===== src/rtl/instr_loader.sv =====
// Instruction memory loader: streams 32-bit words in, writes them out as four big-endian byte writes.
// Optional LOADER_CHECKSUM_EN adds a running XOR of accepted words on the Checksum port.
module instr_loader #(
    parameter int MEM_BYTES = 36,
    parameter int ADDR_W    = 32
) (
    input  logic              Clk,
    input  logic              Reset,
    input  logic              Start,
    input  logic              Word_valid,
    input  logic [31:0]       Word_data,
    input  logic              Word_last,
    output logic              Word_ready,
    output logic              Mem_we,
    output logic [ADDR_W-1:0] Mem_addr,
    output logic [7:0]        Mem_wdata,
    output logic              Busy,
    output logic              Done,
`ifdef LOADER_CHECKSUM_EN
    output logic [31:0]       Checksum,
`endif
    output logic              Overflow
);

    typedef enum logic [1:0] {S_IDLE, S_ACCEPT, S_WRITE, S_DONE} state_t;

    localparam logic [ADDR_W-1:0] END_ADDR = ADDR_W'(MEM_BYTES);

    state_t            state_q;
    logic [ADDR_W-1:0] base_q, base_d;
    logic [ADDR_W-1:0] addr_q;
    logic [1:0]        k_q;
    logic [23:0]       rest_q;
    logic              last_q;
    logic              ready_q, we_q, busy_q, done_q, ovf_q;
    logic [7:0]        wdata_q;
    logic              hs;
`ifdef LOADER_CHECKSUM_EN
    logic [31:0]       csum_q;
`endif

    assign base_d = base_q + ADDR_W'(4);
    assign hs     = Word_valid & ready_q;

    always_ff @(posedge Clk or negedge Reset) begin
        if (!Reset) begin
            state_q <= S_IDLE;
            base_q  <= '0;
            addr_q  <= '0;
            k_q     <= '0;
            rest_q  <= '0;
            last_q  <= 1'b0;
            ready_q <= 1'b0;
            we_q    <= 1'b0;
            busy_q  <= 1'b0;
            done_q  <= 1'b0;
            ovf_q   <= 1'b0;
            wdata_q <= '0;
`ifdef LOADER_CHECKSUM_EN
            csum_q  <= '0;
`endif
        end else begin
            case (state_q)
                S_IDLE: begin
                    if (Start) begin
                        state_q <= S_ACCEPT;
                        base_q  <= '0;
                        k_q     <= '0;
                        ready_q <= 1'b1;
                        busy_q  <= 1'b1;
`ifdef LOADER_CHECKSUM_EN
                        csum_q  <= '0;
`endif
                    end
                end
                S_ACCEPT: begin
                    // Byte 0 leaves straight from the bus; the remaining three are shifted out of rest_q.
                    if (hs) begin
                        state_q <= S_WRITE;
                        ready_q <= 1'b0;
                        we_q    <= 1'b1;
                        addr_q  <= base_q;
                        wdata_q <= Word_data[31:24];
                        rest_q  <= Word_data[23:0];
                        last_q  <= Word_last;
                        k_q     <= '0;
`ifdef LOADER_CHECKSUM_EN
                        csum_q  <= csum_q ^ Word_data;
`endif
                    end
                end
                S_WRITE: begin
                    if (k_q == 2'd3) begin
                        we_q    <= 1'b0;
                        addr_q  <= '0;
                        wdata_q <= '0;
                        base_q  <= base_d;
                        if (last_q || base_d == END_ADDR) begin
                            state_q <= S_DONE;
                            busy_q  <= 1'b0;
                            done_q  <= 1'b1;
                        end else begin
                            state_q <= S_ACCEPT;
                            ready_q <= 1'b1;
                        end
                    end else begin
                        k_q     <= k_q + 2'd1;
                        addr_q  <= addr_q + ADDR_W'(1);
                        wdata_q <= rest_q[23:16];
                        rest_q  <= {rest_q[15:0], 8'h00};
                    end
                end
                S_DONE: begin
                    if (Start) begin
                        state_q <= S_ACCEPT;
                        base_q  <= '0;
                        k_q     <= '0;
                        done_q  <= 1'b0;
                        ovf_q   <= 1'b0;
                        ready_q <= 1'b1;
                        busy_q  <= 1'b1;
`ifdef LOADER_CHECKSUM_EN
                        csum_q  <= '0;
`endif
                    end else if (Word_valid) begin
                        ovf_q <= 1'b1;
                    end
                end
                default: state_q <= S_IDLE;
            endcase
        end
    end

    assign Word_ready = ready_q;
    assign Mem_we     = we_q;
    assign Mem_addr   = addr_q;
    assign Mem_wdata  = wdata_q;
    assign Busy       = busy_q;
    assign Done       = done_q;
    assign Overflow   = ovf_q;
`ifdef LOADER_CHECKSUM_EN
    assign Checksum   = csum_q;
`endif

endmodule


===== config.mk =====
export PLATFORM = sky130hd
export DESIGN_NAME = instr_loader
export DESIGN_NICKNAME = d
export VERILOG_FILES = /design/src/rtl/instr_loader.sv
export SDC_FILE = /design/constraint.sdc
export NUM_CORES = 1
export LEC_CHECK = 0
export CORE_ASPECT_RATIO = 0.6
export CORE_UTILIZATION = 51
export CTS_CLUSTER_SIZE = 12
export DETAILED_ROUTE_END_ITERATION = 10
export PLACE_DENSITY_LB_ADDON = 0.12
export REMOVE_ABC_BUFFERS = 1
export SLEW_MARGIN = 20
export SYNTH_ARGS = -nofsm -noshare
export SYNTH_HDL_FRONTEND = slang
export SYNTH_SLANG_ARGS = --single-unit
export TNS_END_PERCENT = 1

===== constraint.sdc =====
create_clock -name Clk -period 2.4 [get_ports Clk]
set_input_delay 0.48 -clock Clk [delete_from_list [all_inputs] [get_ports Clk]]
set_output_delay 0.48 -clock Clk [all_outputs]
set_load 0.03 [all_outputs]

==> flow_summary.yaml <==
yosys:
  yosys.area.top_type_share_pct: 41.89
  yosys_warnings: 0
  synth_seq_cells: 104
  synthArstFlopShare_pct: 100.0
  yosysUniqueCellTypes: 72
  syn_area_sq_um: 6212
  synth_top_area_cell: "dfrtp_1"
  ys.flop_type: "dfrtp_1"
  syn_avg_cell_area_sq_um: 8.580
  synth_cells: 724
  synth-edff-count: 0
  synth-seq-area-share_pct: 41.89
  synthTopCellsByArea: "dfrtp_1 (42%), o21ai_0 (8.7%), nand2_1 (4.9%)"
power_and_ir_drop:
  max-vdd-ir-drop_uv: 767.5
  power_leakage_nw: 3.585
  power_density_nw_per_um2: 1032
  power.total_mw: 8.612
final_layout:
  fin_nets: 914
  seqCellArea_sq_um: 2613
  finalNonFillerCells: 1035
  drive_gt1_share_pct: 20.69
  fillers: 888
  n_antenna_cell: 0
  area.growth.synth_to_final_pct: 34.34
  multi_input_area_sq_um: 3487
placed_design:
  hpwl_microns: 14830
  placed_cells: 1007
  io_buffers: 81
  gp_congestion: 0.9439
die:
  die-area_sq_um: 12640
  pin_count: 82
  core_area_sq_um: 11560
  rows: 30
  die_h_microns: 87.49
  die_w_microns: 144.5
  start_util_pct: 53.73
timing:
  fmax_ghz: 0.4037
  period_share_pct: 103.2
  rsz0062_at_grt: "yes"
  tightest_slew_ns: 0.5266
  hold_viol_final: 0
  setup_slack_ns: -0.07726
  setup-violations-final: 3
  maxSlewHeadroom_pct: 64.89
  slew_violations: 0
  fin_worst_skew_ns: 0.006307
  finalCriticalPeriod_ns: 2.477
clock_tree:
  path_clk_slew_ns: 0.08
  cts_tree: "yes"
  cts_root_buf: "clkbuf_16"
  cts_num_sinks: 104
  insertion_delay_ns: 0.35
  htree_levels: 3
  cts_buffers: 9
  clockBufferDepth: 2
routing:
  first_pass_iters: 6
  wl_met1_microns: 9225
  vias_per_cell: 6.359
  drc: 0
  route.met2.wl_microns: 9249
  final_antenna_net_count: 0
  drtIter0Drc: 712
  post_drt_wl_per_cell_microns: 20.23
  highest-signal-layer: "met4"
  num_vias: 6582
  wl_microns: 20940
  wl_met3_microns: 2086
critical_path:
  criticalPathCategory: "reg -> reg"
  r2r_cells: 9
  arrival_ns: 2.71
  reg2reg_slack_ns: -0.08
  reg2reg_from: "base_q[13]$_DFFE_PN0P_"
  reg2reg_to: "Done$_DFFE_PN0P_"
  cp-start-kind: "register"
  crit_path_max_fanout: 6
  required_ns: 2.64
  critPathCaptureType: "register"
global_route:
  grt_max_degree: 41
  first_global_vias: 6123
  grt_usage_pct: 34.18
  grt_pass1_wl_microns: 32580
  grt_overflow_total: 0
  antenna_found_initial: 0
outcome:
  violations: "setup timing"
  status: "finished, violations left"
job:
  drv_cap: 0
hold_path:
  hold_path_class: "in -> async"
-- power by group --
group / internal, mW / switching [mW] / total, mW
registers: 2.27 / 0.503 / 2.78
logic: 1.72 / 2.70 / 4.42
clock network: 0.711 / 0.703 / 1.41
total: 4.70 / 3.91 / 8.61
-- stage by stage --
stage	TNS, ns	cell area (sq um)	worst slack, ns	utilization, %	hold slack, ns
after floorplan	-128.98	5936	-2.021	-	0.1844
after global routing	-0.3748	8346	-0.1304	72.19	0.1395
final	-0.1381	8346	-0.07726	72.19	0.1063
after CTS	-0.02279	8180	-0.02279	70.76	0.1189
after detailed placement	-0.8858	7757	-0.2893	67.10	0.4707
after global placement	-0.4038	7757	-0.1852	67.10	0.4611
-- layout make-up --
type	instances	area share, %
Clock buffer	10	2.744
Clock inverter	6	0.5397
Inverter	15	0.6747
Multi-Input combinational cell	542	41.78
Sequential cell	104	31.30
Tap cell	160	2.399
Timing Repair Buffer	198	20.55
-- sequential cells by signal (all words and copies together), names as in the netlist --
signal      count
Overflow        1
state_q         2
rest_q         24
k_q             2
Busy            1
base_q         30
Mem_wdata       8
Word_ready      1
Mem_we          1
Mem_addr       32
Done            1
last_q          1
-- worst max-delay path by stage --
stage                                 from               endpoint  slack (ns)  cells after the start
floorplan           state_q[0]$_DFFE_PN0P_  rest_q[0]$_DFFE_PN0P_       -2.02                      6
global placement     base_q[2]$_DFFE_PN0P_       Done$_DFFE_PN0P_       -0.19                      8
detailed placement   base_q[3]$_DFFE_PN0P_       Done$_DFFE_PN0P_       -0.29                      8
CTS                  base_q[2]$_DFFE_PN0P_       Done$_DFFE_PN0P_       -0.02                      8
global route         base_q[2]$_DFFE_PN0P_       Done$_DFFE_PN0P_       -0.13                      9
finish              base_q[13]$_DFFE_PN0P_       Done$_DFFE_PN0P_       -0.08                      9
-- cells by family (layout without fill, tap and decap cells) --
family	count (synthesis)	count (layout)	synth area share [%]
AND/OR/NAND/NOR	271	271	23.18
buffers and inverters	78	229	5.357
multiplexers	23	23	3.807
XOR/XNOR	4	4	0.5641
adder cells (fa/ha/maj)	7	7	1.410
AO/OA/AOI/OAI	237	237	23.79
flip-flops	104	104	41.89
-- critical path: stages, from the launching register on --
cell and delay, ns:
dfrtp_1 0.42, buf_4 0.15, or3b_1 0.34, mux2i_1 0.19, buf_4 0.16, mux2i_2 0.08
nor4b_2 0.34, o2111a_2 0.32, a211oi_1 0.09, a211o_1 0.27
-- Yosys cell counts (all sizes together), types with 8 or more instances --
master    n
mux2i    21
nor4     12
o21ai   109
inv      15
clkbuf   43
nor3     18
a221oi    8
and3     10
nand4    22
nand2    81
a21oi    34
buf      20
nor2     60
a31oi    18
and4     10
nand3    25
dfrtp   104
a22o     10
-- cells in the final DEF (no fill, tap or decap), types with 4 or more instances in the layout --
cell	n
a221oi_1	8
o211ai_1	4
and2_1	5
a32oi_1	7
ha_1	6
inv_1	15
a221o_1	4
nor4_1	4
nand3_1	21
and4_1	6
dfrtp_1	96
nor2_1	57
a22oi_1	5
and3_1	10
clkdlybuf4s50_1	80
a211o_1	4
dfrtp_2	8
nand2b_1	5
o31ai_1	7
nor4_4	5
nand2_1	81
nand3b_1	5
nor3_1	17
buf_4	115
a22o_1	10
a31oi_1	18
nand4_1	18
o21ai_0	107
mux2i_1	19
clkbuf_16	9
a21oi_1	34
-- routing by layer --
metal	global-route usage, %	vias to the layer above
li1	-	2967
met1	49.37	3198
met2	50.04	378
met3	9.071	39
met5	0	-
met4	9.665	0
-- what timing repair did --
| action | CTS | global route |
|---|---|---|
| gates resized for setup | 32 | 17 |
| hold buffers | 0 | 0 |
| setup buffers | 2 | 10 |
| setup endpoints to repair | 4 | 14 |
| pin swaps | 5 | 17 |
(Power assumes the default switching activity.)
